===== src/rtl/pipe_pkg.sv =====
// pipe_pkg: shared widths, bubble encoding and front-end control actions for the IF/ID register.
package pipe_pkg;
  localparam int DATA_W = 32;
  localparam logic [31:0] NOP_INSTR = 32'h0000_0000;
  typedef enum logic [1:0] {LOAD, HOLD, BUBBLE, CLEAR} pipe_ctrl_e;
endpackage


===== src/rtl/pipe_reg.sv =====
// pipe_reg: width-parameterized register with load enable and synchronous clear to RST_VAL.
module pipe_reg #(
  parameter int W = 32,
  parameter logic [W-1:0] RST_VAL = '0
) (
  input  logic         clk,
  input  logic         clr,
  input  logic         en,
  input  logic [W-1:0] d,
  output logic [W-1:0] q
);
  logic [W-1:0] q_d, q_q;
  always_comb q_d = clr ? RST_VAL : (en ? d : q_q);
  always_ff @(posedge clk) q_q <= q_d;
  assign q = q_q;
endmodule


===== src/rtl/if_id_pipe_reg.sv =====
// if_id_pipe_reg: IF/ID pipeline register with stall, flush and valid flag.
// Define IF_ID_PERF_CNT_EN to add stall/flush event counters.
module if_id_pipe_reg
  import pipe_pkg::*;
#(
  parameter int DATA_W = pipe_pkg::DATA_W,
  parameter logic [DATA_W-1:0] NOP_INSTR = pipe_pkg::NOP_INSTR
) (
  input  logic              clk,
  input  logic              reset,
  input  logic              stall,
  input  logic              flush,
  input  logic [DATA_W-1:0] nextPcIN,
  input  logic [DATA_W-1:0] instruccionIN,
  output logic [DATA_W-1:0] nextPcOUT,
  output logic [DATA_W-1:0] instruccionOUT,
`ifdef IF_ID_PERF_CNT_EN
  output logic [31:0]       stallCntOUT,
  output logic [31:0]       flushCntOUT,
`endif
  output logic              validOUT
);
  pipe_ctrl_e ctrl;
  logic clr, en;
  // reset is decided first so X on stall/flush cannot reach the registers while it is high
  always_comb begin
    ctrl = reset ? CLEAR : flush ? BUBBLE : stall ? HOLD : LOAD;
    clr  = (ctrl == CLEAR) || (ctrl == BUBBLE);
    en   = (ctrl == LOAD);
  end

  pipe_reg #(.W(DATA_W), .RST_VAL('0)) u_pc (
    .clk(clk), .clr(clr), .en(en), .d(nextPcIN), .q(nextPcOUT)
  );
  pipe_reg #(.W(DATA_W), .RST_VAL(NOP_INSTR)) u_instr (
    .clk(clk), .clr(clr), .en(en), .d(instruccionIN), .q(instruccionOUT)
  );
  pipe_reg #(.W(1), .RST_VAL(1'b0)) u_valid (
    .clk(clk), .clr(clr), .en(en), .d(1'b1), .q(validOUT)
  );

`ifdef IF_ID_PERF_CNT_EN
  logic [31:0] stall_cnt_d, stall_cnt_q, flush_cnt_d, flush_cnt_q;
  always_comb begin
    stall_cnt_d = (ctrl == CLEAR) ? '0 : stall_cnt_q + 32'(ctrl == HOLD);
    flush_cnt_d = (ctrl == CLEAR) ? '0 : flush_cnt_q + 32'(ctrl == BUBBLE);
  end
  always_ff @(posedge clk) begin
    stall_cnt_q <= stall_cnt_d;
    flush_cnt_q <= flush_cnt_d;
  end
  assign stallCntOUT = stall_cnt_q;
  assign flushCntOUT = flush_cnt_q;
`endif
endmodule


===== config.mk =====
export PLATFORM = sky130hd
export DESIGN_NAME = if_id_pipe_reg
export DESIGN_NICKNAME = d
export VERILOG_FILES = /design/src/rtl/pipe_pkg.sv /design/src/rtl/pipe_reg.sv /design/src/rtl/if_id_pipe_reg.sv
export SDC_FILE = /design/constraint.sdc
export NUM_CORES = 1
export LEC_CHECK = 0
export CAP_MARGIN = 20
export CELL_PAD_IN_SITES_DETAIL_PLACEMENT = 0
export CELL_PAD_IN_SITES_GLOBAL_PLACEMENT = 1
export CORE_MARGIN = 2
export CORE_UTILIZATION = 30
export DETAILED_ROUTE_END_ITERATION = 6
export PLACE_DENSITY_LB_ADDON = 0.1
export SYNTH_ARGS = -nofsm -noshare
export SYNTH_HDL_FRONTEND = slang
export SYNTH_HIERARCHICAL = 1
export SYNTH_SLANG_ARGS = --single-unit

===== constraint.sdc =====
create_clock -name clk -period 2.6 [get_ports clk]
set_clock_uncertainty 0.2 [all_clocks]
set_input_delay 0.39 -clock clk [delete_from_list [all_inputs] [get_ports clk]]
set_output_delay 0.39 -clock clk [all_outputs]
set_load 0.01 [all_outputs]

==> key figures <==
Place
  – Sum of net half-perimeters after detailed placement: between 4000 and 5000 um
  – # placed instances: between 400 and 500
  – Routability Congestion: roughly 0.64
  – Count of input and output buffers: between 100 and 150

Synth
  – Biggest area consumer among synthesized cells: sky130_fd_sc_hd__dfxtp_1
  – Fraction of post-synthesis cell area in the top cell type by area: between 50% and 60%
  – Share of synthesized area spent on multiplexers: a little over a quarter
  – Most frequent cells after synthesis: sky130_fd_sc_hd__dfxtp_1, sky130_fd_sc_hd__mux2i_1, sky130_fd_sc_hd__nor2_1
  – Sequential share of the synthesized area: between 50 and 60%
  – Synthesized instance count: about 210
  – Compound-Gate Fraction of Synth Area: 0%
  – Top_reg_cell synth: sky130_fd_sc_hd__dfxtp_1
  – Xor-xnor portion of the synthesized cell area: 0%
  – Number of library cell types mapped by synthesis: 9
  – Largest cells by area after synthesis: sky130_fd_sc_hd__dfxtp_1, sky130_fd_sc_hd__mux2i_1, sky130_fd_sc_hd__nor2_1, sky130_fd_sc_hd__buf_12, sky130_fd_sc_hd__buf_6
  – Mean cell area of the mapped netlist: between 10 and 15 sq um
  – Synth Area in Adders: 0%
  – Number of enable-type register cells in the synthesized netlist: 0
  – Post-synthesis share of cell area spent on and, or, nand and nor gates: between 10% and 20%
  – Flop and latch count out of synthesis: 65
  – Area of the mapped netlist: about 0.0024 sq mm
  – Async S/R FF share, synth: 0%
  – Dominant combinational cell family by area after synthesis: multiplexers
  – Synthesis Warnings: 6
  – Net Count, Synth: 280

STA
  – Setup TNS: 0 ns
  – Crit path time final: between 1.5 and 2 ns
  – Fin Hold WS: slightly below 0.3 ns
  – Portion of the clock cycle consumed by the worst path in the final layout: slightly above 70%
  – Peak clock frequency supported by timing: ~0.54 GHz
  – Final hold violation count: 0
  – RSZ-0062 raised after global routing: no
  – Pins over their slew limit: 0
  – Number of endpoints failing setup at the final stage: 0

Power and ir drop
  – Clock Power Share: a little over two fifths
  – Sequential share of power: a little under half
  – Portion of total power attributed to combinational logic: between 10% and 20%
  – Internal power of the cells: between 1.5 and 2 mW
  – Net switching power: around 0.44 mW
  – Static power due to leakage: roughly 1.4 nW
  – Switching Share: 20.9%
  – Pwr Density: between 500 and 600 mW/mm^2
  – Total power of the final layout: 2.12 mW
  – Largest vdd supply drop: 277 uV

Global route
  – Via count of the first global-routing pass: 1908
  – Wire length of the first global-routing pass: 9310 um
  – Global-route usage over all layers: between 10% and 20%
  – Largest net degree at the start of global routing: between 40 and 50
  – Number of antenna violations at the first check in global routing: 0
  – Remaining Overflow, GRT: 0

Floorplanning
  – DIE HEIGHT: between 90 and 100 um
  – Area of the core: between 0.007 and 0.008 sq mm
  – Total I/O pin count: approximately 130
  – Floorplan die area: a little under 0.009 sq mm
  – Horizontal die dimension: roughly 93 um
  – Effective utilization at floorplan: between 30% and 40%
  – Total number of placement rows: 32

Setup path
  – Endpoint of the most critical register-to-register path: u_pc/q[27]
  – Critical path buffers and inverters: 1
  – CP Class: reg -> out
  – Data arrival time of the critical path: 1.25 ns
  – Kind of end point of the critical path: output pin
  – Startpoint type of the worst setup path: flop
  – Launching instance or port of the critical path: u_valid/q
  – Count of cell instances traversed by the critical path: 1
  – Start of the worst register-to-register path: u_pc/q[27]
  – Maximum fanout along the worst path: 2
  – Critical Path Slowest Stage Cell: sky130_fd_sc_hd__clkdlybuf4s50_1
  – Required time of the critical path: roughly 2 ns
  – Depth of the worst register-to-register path: 2
  – Flop-to-flop setup slack: approximately 1.8 ns
  – Largest delay contributor family on the critical path: buffers and inverters
  – Cell Chain, Critical Path: clkdlybuf4s50_1
  – CP max stage delay: 0.57 ns
  – Destination of the critical timing path: validOUT

CTS
  – Clock slew at reported path FFs: ~0.070 ns
  – Clock Latency Late Sink: roughly 0.32 ns
  – CTS root buffer: sky130_fd_sc_hd__clkbuf_8
  – Setup bufs post-CTS: 0
  – Clock tree from TritonCTS: built
  – Deepest level of the CTS H-tree: 3
  – Cts hold-fix bufs: 0
  – # resized after CTS: 0
  – Clock Sinks: 65
  – Total CTS buffers: 9
  – Bufs on Longest Clock Path: 2

Worst hold path
  – Hold_sp: u_pc/q[14]
  – Min-delay worst type: reg -> reg

Drt
  – WL/cell: 12.9 um
  – Number of iterations in the first detailed-routing pass: 3
  – Initial drt markers: 52
  – Residual antenna-violating net count after detailed routing: 0
  – Sum of routed wire length over all layers: 5830 um
  – Residual DRC: 0
  – Avg Vias per Cell: about 4.2
  – Total number of vias: roughly 1900

Final layout
  – Count of nets after finishing: approximately 410
  – Ratio of cells with drive above 1 in the final layout: 5.71%
  – Utilization of the core after routing: between 50% and 60%
  – Number of antenna cells inserted: 0
  – Non-Filler Instances: roughly 450
  – Area growth syn-to-layout: 65.3%

Run
  – Max_cap viols: 0

Status
  – Outcome: complete, no violations
[kinds of logic (layout without fill, tap and decap cells)]
kind of cell | count (synthesis) | after routing
and+or+nand+nor | 67 | 67
other | 1 | 1
buffers and inverters | 14 | 152
DFF | 65 | 65
muxes | 65 | 65
[flip-flops by register name (all words and copies together), names as in the netlist]
name / cells
u_pc/q: 32
u_valid/q: 1
u_instr/q: 32
[worst min-delay path by stage]
stage	end	slack [ns]	cells past startpoint
after detailed placement	u_instr/q[26]	0.28	2
after CTS	u_instr/q[7]	0.30	2
final	u_pc/q[14]	0.29	2
after global routing	u_instr/q[7]	0.32	2
after floorplan	u_instr/q[29]	0.33	2
after global placement	u_pc/q[18]	0.27	2
[layer usage]
metal / part of all wire [%] / track usage, % / vias up
li1: - / - / 960
met1: 42 / 16.3 / 841
met2: 46 / 21.4 / 77
met3: 11 / 8.06 / 7
met4: 1.3 / 4.04 / 0
met5: 0 / 0 / -
[power groups by stage]
stage          Clock (mW)  Sequential (mW)  Combinational, mW
2_1_floorplan           0             1.05             0.0876
3_3_place_gp            0             1.04              0.225
3_5_place_dp            0             1.04              0.226
4_1_cts             0.923             1.02              0.227
5_1_grt             0.979             1.02              0.241
6_report            0.883             1.02              0.224
[per-stage QoR]
stage / setup WS, ns / instance area [sq um]
after floorplan: 0.930 / 2380
after global placement: 0.469 / 3720
after detailed placement: 0.431 / 3720
after CTS: 0.754 / 3930
after global routing: 0.667 / 3930
final: 0.763 / 3930
[cell usage in the layout (no fill, tap or decap)]
master	instances
sky130_fd_sc_hd__nor3_2	1
sky130_fd_sc_hd__clkbuf_1	2
sky130_fd_sc_hd__clkbuf_8	12
sky130_fd_sc_hd__or2_2	1
sky130_fd_sc_hd__buf_4	2
sky130_fd_sc_hd__clkdlybuf4s50_1	132
sky130_fd_sc_hd__dfxtp_1	65
sky130_fd_sc_hd__buf_12	2
sky130_fd_sc_hd__clkinv_2	1
sky130_fd_sc_hd__bufinv_16	1
sky130_fd_sc_hd__nor2_1	65
sky130_fd_sc_hd__conb_1	1
sky130_fd_sc_hd__mux2i_1	65
[area by class of cell]
| type | instances | area [sq um] |
|---|---|---|
| Timing Repair Buffer | 136 | 1380 |
| Multi-Input combinational cell | 133 | 915 |
| Tap cell | 102 | 128 |
| Fill cell | 750 | 3760 |
| Sequential cell | 65 | 1300 |
| Clock inverter | 2 | 35.0 |
| Clock buffer | 14 | 173 |
Power figures use the tool's default switching activity.
